$ cat config.mk
export PLATFORM = sky130hd
export DESIGN_NAME = segway_math_slew
export DESIGN_NICKNAME = d
export VERILOG_FILES = /design/src/rtl/segway_math_slew.sv
export SDC_FILE = /design/constraint.sdc
export NUM_CORES = 1
export LEC_CHECK = 0
export ABC_AREA = 1
export CORE_MARGIN = 5
export CORE_UTILIZATION = 53
export DETAILED_ROUTE_END_ITERATION = 16
export PLACE_DENSITY = 0.71
export SLEW_MARGIN = 15
export SYNTH_ARGS = -nofsm -noshare
export SYNTH_HDL_FRONTEND = slang
export SYNTH_SLANG_ARGS = --single-unit
$ cat constraint.sdc
create_clock -name clk -period 4.2 [get_ports clk]
set_clock_uncertainty 0.05 [all_clocks]
set_input_delay 0.63 -clock clk [delete_from_list [all_inputs] [get_ports clk]]
set_output_delay 0.63 -clock clk [all_outputs]
set_load 0.1 [all_outputs]
$ cat src/rtl/segway_math_slew.sv
// segway_math_slew: three-stage torque-to-wheel-speed pipeline.
// Stage 1 scales the PID output by the soft-start timer and derives a steering term.
// Stage 2 mixes steering, applies dead-band shaping and saturates.
// Stage 3 slew-limits each wheel command and debounces the overspeed flag.
module segway_math_slew #(
    parameter int              PID_W           = 12,
    parameter int              SPD_W           = 12,
    parameter logic [SPD_W:0]  MIN_DUTY        = 'h3C0,
    parameter logic [SPD_W:0]  LOW_TORQUE_BAND = 'h3C,
    parameter int              GAIN_MULT       = 16,
    parameter logic [SPD_W-1:0] SLEW_STEP      = 'h010,
    parameter int              FAST_THRESH     = 1792,
    parameter int              FAST_CNT        = 4
) (
    input  logic             clk,
    input  logic             rst_n,
    input  logic             vld,
    input  logic [PID_W-1:0] PID_cntrl,
    input  logic [7:0]       ss_tmr,
    input  logic [11:0]      steer_pot,
    input  logic             en_steer,
    input  logic             pwr_up,
    output logic [SPD_W-1:0] lft_spd,
    output logic [SPD_W-1:0] rght_spd,
    output logic             spd_vld,
    output logic             too_fast
);

    localparam logic signed [SPD_W:0]   SAT_MAX   = (SPD_W+1)'((2 ** (SPD_W - 1)) - 1);
    localparam logic signed [SPD_W:0]   SAT_MIN   = (SPD_W+1)'(-(2 ** (SPD_W - 1)));
    localparam logic signed [SPD_W-1:0] THRESH    = (SPD_W)'(FAST_THRESH);
    localparam logic [3:0]              CNT_MAX   = 4'(FAST_CNT);

    // Dead-band shaping followed by signed saturation to the speed width.
    function automatic logic signed [SPD_W-1:0] shape_sat(input logic signed [SPD_W:0] t);
        logic signed [SPD_W:0] mag;
        logic signed [SPD_W:0] shp;
        mag = (t < 0) ? -t : t;
        if (mag > $signed(LOW_TORQUE_BAND))
            shp = (t < 0) ? t - $signed(MIN_DUTY) : t + $signed(MIN_DUTY);
        else
            shp = (SPD_W+1)'(t * GAIN_MULT);
        if (shp > SAT_MAX)
            shp = SAT_MAX;
        else if (shp < SAT_MIN)
            shp = SAT_MIN;
        return shp[SPD_W-1:0];
    endfunction

    // Move cur toward tgt by at most SLEW_STEP; land exactly on tgt when close enough.
    function automatic logic signed [SPD_W-1:0] slew(input logic signed [SPD_W-1:0] tgt,
                                                     input logic signed [SPD_W-1:0] cur);
        logic signed [SPD_W:0] delta;
        logic signed [SPD_W:0] step;
        delta = (SPD_W+1)'(tgt) - (SPD_W+1)'(cur);
        step  = $signed({1'b0, SLEW_STEP});
        if (delta > step)
            return cur + $signed(SLEW_STEP);
        else if (delta < -step)
            return cur - $signed(SLEW_STEP);
        else
            return tgt;
    endfunction

    // ---------------- stage 1 combinational ----------------
    logic signed [PID_W+8:0] w_prod;
    logic signed [SPD_W:0]   w_pid_ss;
    logic [11:0]             w_pot_clip;
    logic signed [12:0]      w_pot_off;
    logic signed [12:0]      w_pot_sh;
    logic signed [SPD_W:0]   w_steer;

    assign w_prod    = $signed(PID_cntrl) * $signed({1'b0, ss_tmr});
    assign w_pid_ss  = (SPD_W+1)'(w_prod >>> 8);
    assign w_pot_off = $signed({1'b0, w_pot_clip}) - 13'sd2047;
    assign w_pot_sh  = w_pot_off >>> 4;
    assign w_steer   = (SPD_W+1)'(w_pot_sh * 13'sd3);

    // Clip the steering pot to its usable mechanical range.
    always_comb begin
        w_pot_clip = steer_pot;
        if (steer_pot < 12'h200)
            w_pot_clip = 12'h200;
        else if (steer_pot > 12'hE00)
            w_pot_clip = 12'hE00;
    end

    logic                  r_s1_vld;
    logic signed [SPD_W:0] r_s1_pid;
    logic signed [SPD_W:0] r_s1_steer;
    logic                  r_s1_en;
    logic                  r_s1_pwr;

    // Stage 1 register: capture scaled torque and steering term on each sample.
    always_ff @(posedge clk or negedge rst_n) begin
        if (!rst_n) begin
            r_s1_vld   <= 1'b0;
            r_s1_pid   <= '0;
            r_s1_steer <= '0;
            r_s1_en    <= 1'b0;
            r_s1_pwr   <= 1'b0;
        end else begin
            r_s1_vld <= vld;
            if (vld) begin
                r_s1_pid   <= w_pid_ss;
                r_s1_steer <= w_steer;
                r_s1_en    <= en_steer;
                r_s1_pwr   <= pwr_up;
            end
        end
    end

    // ---------------- stage 2 combinational ----------------
    logic signed [SPD_W:0] w_mix_l;
    logic signed [SPD_W:0] w_mix_r;

    assign w_mix_l = r_s1_en ? r_s1_pid + r_s1_steer : r_s1_pid;
    assign w_mix_r = r_s1_en ? r_s1_pid - r_s1_steer : r_s1_pid;

    logic                    r_s2_vld;
    logic signed [SPD_W-1:0] r_s2_lft;
    logic signed [SPD_W-1:0] r_s2_rght;
    logic                    r_s2_byp;

    // Stage 2 register: shaped, saturated targets; power-down zeroes them and flags bypass.
    always_ff @(posedge clk or negedge rst_n) begin
        if (!rst_n) begin
            r_s2_vld  <= 1'b0;
            r_s2_lft  <= '0;
            r_s2_rght <= '0;
            r_s2_byp  <= 1'b0;
        end else begin
            r_s2_vld <= r_s1_vld;
            if (r_s1_vld) begin
                r_s2_lft  <= r_s1_pwr ? shape_sat(w_mix_l) : '0;
                r_s2_rght <= r_s1_pwr ? shape_sat(w_mix_r) : '0;
                r_s2_byp  <= ~r_s1_pwr;
            end
        end
    end

    // ---------------- stage 3 ----------------
    logic signed [SPD_W-1:0] r_lft;
    logic signed [SPD_W-1:0] r_rght;
    logic                    r_spd_vld;
    logic                    r_too_fast;
    logic [3:0]              r_fast_cnt;

    logic signed [SPD_W-1:0] w_nxt_lft;
    logic signed [SPD_W-1:0] w_nxt_rght;
    logic [3:0]              w_nxt_cnt;

    // Next outputs and overspeed count; bypass drops straight to zero.
    always_comb begin
        w_nxt_lft  = '0;
        w_nxt_rght = '0;
        w_nxt_cnt  = '0;
        if (!r_s2_byp) begin
            w_nxt_lft  = slew(r_s2_lft, r_lft);
            w_nxt_rght = slew(r_s2_rght, r_rght);
            if ((w_nxt_lft > THRESH) || (w_nxt_rght > THRESH))
                w_nxt_cnt = (r_fast_cnt == CNT_MAX) ? r_fast_cnt : r_fast_cnt + 4'd1;
        end
    end

    // Stage 3 register: wheel commands, update strobe and debounced overspeed flag.
    always_ff @(posedge clk or negedge rst_n) begin
        if (!rst_n) begin
            r_lft      <= '0;
            r_rght     <= '0;
            r_spd_vld  <= 1'b0;
            r_too_fast <= 1'b0;
            r_fast_cnt <= '0;
        end else begin
            r_spd_vld <= r_s2_vld;
            if (r_s2_vld) begin
                r_lft      <= w_nxt_lft;
                r_rght     <= w_nxt_rght;
                r_fast_cnt <= w_nxt_cnt;
                r_too_fast <= (w_nxt_cnt == CNT_MAX);
            end
        end
    end

    assign lft_spd  = r_lft;
    assign rght_spd = r_rght;
    assign spd_vld  = r_spd_vld;
    assign too_fast = r_too_fast;

endmodule

* Word-level counts from Yosys, hierarchy flattened
Cells that the tools add are included.
** Cells by class
- Add/subtract/negate cells :: 16
- $mul :: 2
- Divide/modulo/power cells :: 0
- Order comparisons :: 16
- Equality and inequality tests :: 2
- Shift operators :: 0
- Multiplexer cells :: 29
- Bitwise operators :: 1
- Reduce and logical (&&, ||, !) cells :: 1
** Operator list (number)
- $mux 12 :: 16
- $mux 13 :: 10
- $gt 12x12->1 const B :: 3
- $add 13x11->13 const B :: 2
- $gt 13x12->1 const B :: 2
- $gt 13x6->1 const B :: 2
- $gt 13x7->1 const B :: 2
- $lt 13x1->1 const B :: 2
- $lt 13x12->1 const B :: 2
- $lt 13x5->1 const B :: 2
- $neg 13->13 :: 2
- $sub 12x12->13 :: 2
- $sub 13x11->13 const B :: 2
- $add 12x6->12 const B :: 2
- $sub 12x6->12 const B :: 2
- $mul 12x9->21 :: 1
- $add 13x13->13 :: 1
- $sub 12x11->13 const B :: 1
- $sub 13x13->13 :: 1
- $lt 12x10->1 const B :: 1
- $mul 9x3->12 const B :: 1
- $mux 4 :: 3
- $eq 4x3->1 const B :: 2
- $add 4x1->4 const B :: 1
- other kinds (2) :: 2
** Word-level totals
- Flip-flop bits (word level) :: 85
- Bits in latches :: 0
- Memory bits (writable) :: 0
- ROM bits :: 0
- Input port bits :: 37
- Output and inout bits :: 26
- Logic and storage cells :: 81
- Memories kept :: 0

* Depth between registers and ports, before layout
Gate-level depths: netlist of the first run.
- Depth in word-level cells :: 11
- Depth in mapped cells :: 31
- Depth with buffers taken out :: 28

* Worst setup path before layout of the first run
OpenSTA, ideal clock, no wires.
- Kind :: input -> register
- Start :: input port ss_tmr[2]
- End :: register r_s1_pid[9]
- Library setup time :: 118 ps
- Arrival :: 4549 ps
- Data required time :: 4032 ps
- Path slack :: -517 ps
- Stages :: 19
- Path buffers :: 1
- Cell sequence :: clkbuf_1 > nand2_1 > fa_1 > inv_1 > fa_1 > inv_1 > fa_1 > inv_1 > fa_1 > ha_1 > a21oi_1 > o21ai_0 > a21oi_1 > o221ai_1 > nand3_1 > nand2_1 > or2_2 > nand3_1 > nand2_1
** On the way
- Cells in the longest elaborated chain, start to end :: 1
** Ends and longest elaborated chain
- start, declared :: line 19 : input logic [7:0] ss_tmr,
- $mul 12x9->21 :: line 73 : assign w_prod = $signed(PID_cntrl) * $signed({1'b0, ss_tmr});
- end signal, assigned :: line 105 : r_s1_pid <= w_pid_ss;
- end, declared :: line 89 : logic signed [SPD_W:0] r_s1_pid;
No other way between the ends.
A chain may end at the register's enable or synchronous reset.

* Worst setup path after layout of the first run
- Start :: input port ss_tmr[4]
- End :: register r_s1_pid[11]
The elaborated chain is that of the path after synthesis.

==> flow_summary.yaml, run 1 <==
detailed_routing:
  wirelength_um: 32000
  drc_errors: 0
  routed_via_density: 5.14
  postRouteAntennaNets: 0
  detail_route.first_pass.iterations: 6
  overall_via_count_from_detail_route: 12287
  drt_iter0_markers: 933
  wire_per_inst_um: 13.4
die:
  io_pins: 63
  die-width_um: 165
  initial_core_util: 0.541
  core_area_um2: 23500
  core.rowCount: 56
  fp.dieArea_um2: 27200
  fp.dieH_um: 165
timing:
  finalWorstPathRequiredPeriod_ps: 4260
  finalSetupViolCount: 7
  report.final.hold_viol_count: 0
  slew_violations: 0
  timing.max_slew.rel_slack: 0.349
  post-route-worst-setup-slack_ps: -61.2
  setup_tns_ps: -117
  worst-slew-pin-transition_ps: 974
  max_freq_ghz: 0.235
  period_share: 1.01
  grt_setup_unrepaired: "true"
worst_hold_path:
  min_path_type: "input pin to asynchronous set/reset pin"
clocking:
  tritoncts.num_buffers: 9
  cts_num_sinks: 84
  cts.hold.buffers_added: 0
  register_clock_pin_slew_on_the_reported_worst_setup_and_hold_paths_ps: 80
  cts_tree: "yes"
  root_buffer: "sky130_fd_sc_hd__clkbuf_16"
  latest_clock_arrival_within_the_worst_skew_pair_ps: 370
  clock_path_buffers: 2
  htreeDepth: 3
critical_path:
  worstPathBufferInverterCount: 6
  setup.worst_path.end_class: "flip-flop"
  slowest_stage: "sky130_fd_sc_hd__fa_1"
  capture_point_of_the_worst_reg_to_reg_path: "r_s2_lft[7]$_DFFE_PN0P_"
  setup.worst_path.start_class: "input pin"
  setup.reg_to_reg.worst_slack_ps: 370
  timing.critical_path.slowest_cell_delay_ps: 530
  path_delay_family: "adder cells"
  timing.setup.critical_path_class: "input pin to flip-flop"
  crit_path_start: "ss_tmr[4]"
  path_cells: "buf_4, buf_12, nand2_1, inv_1, fa_1, fa_1, inv_1, fa_1, inv_1, fa_1, ha_4, buf_4, nand4_1, o221ai_2, nand3_2, o21ai_2, xnor2_1, o21ai_1"
  cp_data_required_time_ps: 4350
  worstReg2RegStart: "r_s1_steer[0]$_DFFE_PN0P_"
  arrival_ps: 4410
  reg2reg_depth: 27
  worst_path_most_repeated_cell: "sky130_fd_sc_hd__fa_1"
  critical_path.max_fanout: 6
global_routing:
  grt_antenna_before_repair: 0
  largest_net_degree_at_the_start_of_global_routing: 85
  via_count_of_the_first_global_routing_pass: 12266
  grt_usage: 0.243
  grt_first_pass_wirelength_um: 54900
  grt_overflow: 0
synthesis:
  post_synth_inst_count: 1899
  synth_compound_area_frac: 0.0885
  synthArstFlopShare: 1.00
  simple_gate_area_share_of_the_yosys_netlist: 0.308
  synth_top_family_by_area: "simple AND/OR/NAND/NOR gates"
  synth_edf_count: 0
  synth_fa_ha_area_frac: 0.248
  synth_xor_xnor_area_share: 0.0564
  synth_top_cells_by_area: "sky130_fd_sc_hd__nand2_1, sky130_fd_sc_hd__dfrtp_1, sky130_fd_sc_hd__fa_1, sky130_fd_sc_hd__ha_1, sky130_fd_sc_hd__inv_1"
  yosysWarnings: 0
  yosys_register_bits: 84
  ys_types: 51
  syn_avg_cell_area_um2: 6.71
  yosysTopAreaCellShare: 0.169
  synth.area.mux_share: 0
  synth.largest_area_cell: "sky130_fd_sc_hd__nand2_1"
  netlist_area_um2: 12700
  mappedNetlistNets: 2138
  dominantRegCellSynth: "sky130_fd_sc_hd__dfrtp_1"
  synth_sequential_area_ratio: 0.165
placement:
  placedInstanceArea_um2: 14500
  dp_hpwl_um: 25400
  port_buffers: 62
  routabilityCongestion: 0.980
status:
  outcome: "finished with violations"
  failed_checks: "negative setup slack"
layout:
  nets: 2305
  num_antenna_cells: 0
  filler_cell_count: 2100
  fraction_of_layout_cells_with_a_size_suffix_above_1: 0.178
  layout.cells.most_common: "sky130_fd_sc_hd__nand2_1"
  layout_common_cells: "sky130_fd_sc_hd__nand2_1, sky130_fd_sc_hd__inv_1, sky130_fd_sc_hd__buf_4, sky130_fd_sc_hd__nand3_1, sky130_fd_sc_hd__ha_1"
  synthToLayoutAreaGrowth_pct: 21.6
  design_area_um2: 15500
flow_run:
  maxCapViolations: 0
-- through the flow --
stage	cells	utilization	hold slack, ps	worst slack, ps
2_1_floorplan	1899	-	284	-231
3_3_place_gp	2350	0.616	413	-998
3_5_place_dp	2350	0.616	418	-1070
4_1_cts	2385	0.648	435	-87.9
5_1_grt	2390	0.658	344	-312
6_report	2390	0.658	275	-61.2
-- registers in the layout, summed over array words and instances, names as in the netlist --
name,count
too_fast,1
r_s2_lft,12
r_s2_vld,1
r_s1_en,1
spd_vld,1
r_s1_pwr,1
rght_spd,12
r_fast_cnt,4
lft_spd,12
r_s1_pid,13
r_s1_vld,1
r_s2_rght,12
r_s2_byp,1
r_s1_steer,12
-- worst max path at each step --
stage | endpoint | slack (ps) | depth (start not counted)
4_1_cts | r_s1_pid[5]$_DFFE_PN0P_ | -90 | 25
6_report | r_s1_pid[11]$_DFFE_PN0P_ | -60 | 18
2_1_floorplan | r_s1_pid[5]$_DFFE_PN0P_ | -230 | 24
5_1_grt | r_s1_pid[11]$_DFFE_PN0P_ | -310 | 21
3_3_place_gp | r_s1_pid[10]$_DFFE_PN0P_ | -1000 | 19
3_5_place_dp | r_s1_pid[5]$_DFFE_PN0P_ | -1070 | 25
-- kinds of logic after synthesis --
group                      Yosys count
AOI/OAI and AO/OA                  194
buffers and inverters              426
xor gates and xnor gates            82
and+or+nand+nor                    911
DFF                                 84
adders and majority gates          202
-- synthesized netlist by cell type (6+ instances only) --
cell type	count
sky130_fd_sc_hd__o21ai_0	66
sky130_fd_sc_hd__ha_1	118
sky130_fd_sc_hd__dfrtp_1	84
sky130_fd_sc_hd__nand3_1	128
sky130_fd_sc_hd__nor3_1	23
sky130_fd_sc_hd__nand3b_1	9
sky130_fd_sc_hd__xor2_1	54
sky130_fd_sc_hd__a21oi_1	52
sky130_fd_sc_hd__inv_2	16
sky130_fd_sc_hd__nor2_2	11
sky130_fd_sc_hd__xnor2_1	28
sky130_fd_sc_hd__clkbuf_1	28
sky130_fd_sc_hd__nand4_1	25
sky130_fd_sc_hd__o21ai_1	9
sky130_fd_sc_hd__buf_2	10
sky130_fd_sc_hd__nand2_2	20
sky130_fd_sc_hd__fa_1	84
sky130_fd_sc_hd__inv_1	351
sky130_fd_sc_hd__nor2_1	96
sky130_fd_sc_hd__buf_6	11
sky130_fd_sc_hd__a31oi_1	9
sky130_fd_sc_hd__a21oi_2	6
sky130_fd_sc_hd__o22ai_1	23
sky130_fd_sc_hd__or2_2	6
sky130_fd_sc_hd__o21bai_1	8
sky130_fd_sc_hd__nand2_1	573
-- what timing repair did --
item | in CTS | in global routing
setup buffers | 16 | 6
setup endpoints to repair | 17 | 40
hold endpoints to repair | 0 | 0
cloned | 3 | 0
resized for setup | 160 | 58
pin swaps | 79 | 29
-- final cells by class --
type / instances / area [um^2] / share of cell area
Clock inverter: 6 / 96.3 / 0.00622
Tap cell: 319 / 399 / 0.0258
Inverter: 370 / 1400 / 0.0902
Timing Repair Buffer: 212 / 1810 / 0.117
Multi-Input combinational cell: 1389 / 9460 / 0.611
Clock buffer: 10 / 229 / 0.0148
Sequential cell: 84 / 2100 / 0.136
-- routing by layer --
layer / share of wire / global-route usage
met1: 0.44 / 0.301
met2: 0.49 / 0.435
met3: 0.044 / 0.0330
met4: 0.029 / 0.0824
met5: 0 / 0
Power of run 1 is left out: the tool's default activity adds up to more than one toggle a clock period on the data nets, which glitch-free logic cannot reach.
==> inputs of run 2 (changes only) <==
--- a/config.mk
+++ b/config.mk
@@ -9,6 +9,7 @@
 export CORE_MARGIN = 5
 export CORE_UTILIZATION = 53
 export DETAILED_ROUTE_END_ITERATION = 16
+export GPL_ROUTABILITY_DRIVEN = 0
 export PLACE_DENSITY = 0.71
 export SLEW_MARGIN = 15
 export SYNTH_ARGS = -nofsm -noshare
==> run 2 against run 1 <==
  * The run still ends with negative setup slack left
  * Die area unchanged
  * Sequential cell count stayed put
  * Hold slack improved by 4.3 ps
  * First-iteration DRC count grew 23%
  * Critical path depth rose by 6
  * Final cell count up 0.67%
  * Fmax decreased by 1.8%
  * Sequential share of layout area is 0.20 points lower
  * Design area grew 1.5%
  * Routed wire length up 2.6%
  * Count of clock-buffer cells in the layout unchanged
==> flow_summary.yaml, run 2 (same netlist as run 1, synthesis figures left out) <==
layout:
  num_antenna_cells: 0
  ff_latch_area_um2: 2100
  final_util: 0.668
  register_with_the_most_flip_flops: "r_s1_pid"
  synthToLayoutAreaGrowth_pct: 23.4
  nets: 2321
  filler_cell_count: 1997
  multiInputGateArea_um2: 9560
  fraction_of_layout_cells_with_a_size_suffix_above_1: 0.196
  layout_common_cells: "sky130_fd_sc_hd__nand2_1, sky130_fd_sc_hd__inv_1, sky130_fd_sc_hd__buf_4, sky130_fd_sc_hd__nand3_1, sky130_fd_sc_hd__ha_1"
  layout.cells.most_common: "sky130_fd_sc_hd__nand2_1"
  largest_register_ffs: 13
timing:
  post-route-worst-setup-slack_ps: -140
  finalSetupViolCount: 10
  setup_tns_ps: -458
  timing.max_slew.rel_slack: 0.349
  slew_violations: 0
  report.final.hold_viol_count: 0
  max_freq_ghz: 0.230
  period_share: 1.03
  fin_hold_ws_ps: 279
  finalWorstPathRequiredPeriod_ps: 4340
  worst-slew-pin-transition_ps: 973
  grt_setup_unrepaired: "true"
critical_path:
  setup.worst_path.end_class: "flip-flop"
  capture_point_of_the_worst_reg_to_reg_path: "r_s2_rght[1]$_DFFE_PN0P_"
  setup.reg_to_reg.worst_slack_ps: 230
  arrival_ps: 4580
  worstReg2RegStart: "r_s1_pid[0]$_DFFE_PN0P_"
  critical_path.max_fanout: 5
  timing.setup.critical_path_class: "input pin to flip-flop"
  reg2reg_depth: 29
  cp_data_required_time_ps: 4440
  setup.worst_path.start_class: "input pin"
detailed_routing:
  routed_via_density: 5.20
  postRouteAntennaNets: 0
  drc_errors: 0
  detail_route.first_pass.iterations: 6
  overall_via_count_from_detail_route: 12519
  wirelength_um: 32800
  wire_per_inst_um: 13.6
  drt_iter0_markers: 1143
worst_hold_path:
  min_path_type: "input pin to asynchronous set/reset pin"
global_routing:
  use_met2: 0.437
  grt_antenna_before_repair: 0
  globalRoute.busiestLayer: "met2"
  grt_first_pass_wirelength_um: 55400
  use_met1: 0.312
  largest_net_degree_at_the_start_of_global_routing: 57
  via_count_of_the_first_global_routing_pass: 12303
  grt_usage: 0.244
  use_met3: 0.0273
  grt_overflow: 0
status:
  outcome: "finished with violations"
  failed_checks: "negative setup slack"
clocking:
  cts.hold.buffers_added: 0
  cts_num_sinks: 84
  latest_clock_arrival_within_the_worst_skew_pair_ps: 360
  tritoncts.num_buffers: 9
  clock_path_buffers: 2
  register_clock_pin_slew_on_the_reported_worst_setup_and_hold_paths_ps: 70
  root_buffer: "sky130_fd_sc_hd__clkbuf_16"
  cts_tree: "yes"
  htreeDepth: 3
die:
  core_area_um2: 23500
  initial_core_util: 0.541
  io_pins: 63
  fp.dieH_um: 165
  fp.dieArea_um2: 27200
  die-width_um: 165
  core.rowCount: 56
placement:
  port_buffers: 62
  pre_cts_setup_slack_ps: -1140
  dp_hpwl_um: 25200
flow_run:
  maxCapViolations: 0
[run 2: cell type report]
class | instances | area share
inverter | 370 | 0.0890
clock buffer | 10 | 0.0152
clock inverter | 6 | 0.00454
multi-input combinational | 1389 | 0.608
timing repair buffer | 228 | 0.124
tap | 319 | 0.0254
sequential | 84 | 0.134
[run 2: repair_timing]
item                                    CTS  global route
buffers inserted                         18            16
gates resized for setup                 195            67
gates cloned                              1             0
endpoints found under the setup margin   17            40
pin swaps                                91            66
[run 2: worst max path at each step]
stage	from	end	slack, ps	cells after the start
2_1_floorplan	PID_cntrl[5]	r_s1_pid[5]$_DFFE_PN0P_	-230	24
3_5_place_dp	ss_tmr[0]	r_s1_pid[10]$_DFFE_PN0P_	-1140	19
3_3_place_gp	ss_tmr[0]	r_s1_pid[10]$_DFFE_PN0P_	-1010	19
6_report	ss_tmr[2]	r_s1_pid[6]$_DFFE_PN0P_	-140	24
5_1_grt	ss_tmr[2]	r_s1_pid[6]$_DFFE_PN0P_	-330	24
4_1_cts	ss_tmr[1]	r_s1_pid[5]$_DFFE_PN0P_	-80	24
[run 2: critical path, cell delays in order]
cell                       delay, ps
sky130_fd_sc_hd__buf_12          100
sky130_fd_sc_hd__nand2_4          50
sky130_fd_sc_hd__fa_1            490
sky130_fd_sc_hd__fa_1            520
sky130_fd_sc_hd__inv_2            50
sky130_fd_sc_hd__ha_4            260
sky130_fd_sc_hd__inv_2            30
sky130_fd_sc_hd__fa_1            470
sky130_fd_sc_hd__inv_1            40
sky130_fd_sc_hd__ha_1            250
sky130_fd_sc_hd__nand2_1          50
sky130_fd_sc_hd__nor4_2          240
sky130_fd_sc_hd__a31oi_1         130
sky130_fd_sc_hd__o21bai_2        200
sky130_fd_sc_hd__a21o_1          220
sky130_fd_sc_hd__buf_4           140
sky130_fd_sc_hd__buf_6            90
sky130_fd_sc_hd__nand2_2          50
sky130_fd_sc_hd__nand2_2          60
sky130_fd_sc_hd__inv_2            50
sky130_fd_sc_hd__o221ai_2        190
sky130_fd_sc_hd__or2_4           160
sky130_fd_sc_hd__nand3_2          50
sky130_fd_sc_hd__nand2_1          60
[run 2: per-layer routing]
metal  vias up  wire [um]  share of wire
li1       6262          -              -
met1      5827      13900           0.42
met2       358      16400           0.50
met3        72       1710          0.052
met4         0        871          0.027
met5         -          0              0
[run 2: metrics by stage]
| step | instance area [um^2] | cells |
|---|---|---|
| after floorplan | 13000 | 1899 |
| after global placement | 14500 | 2356 |
| after detailed placement | 14500 | 2356 |
| after CTS | 15300 | 2390 |
| after global routing | 15700 | 2406 |
| final | 15700 | 2406 |
Power of run 2 is left out for the same reason.
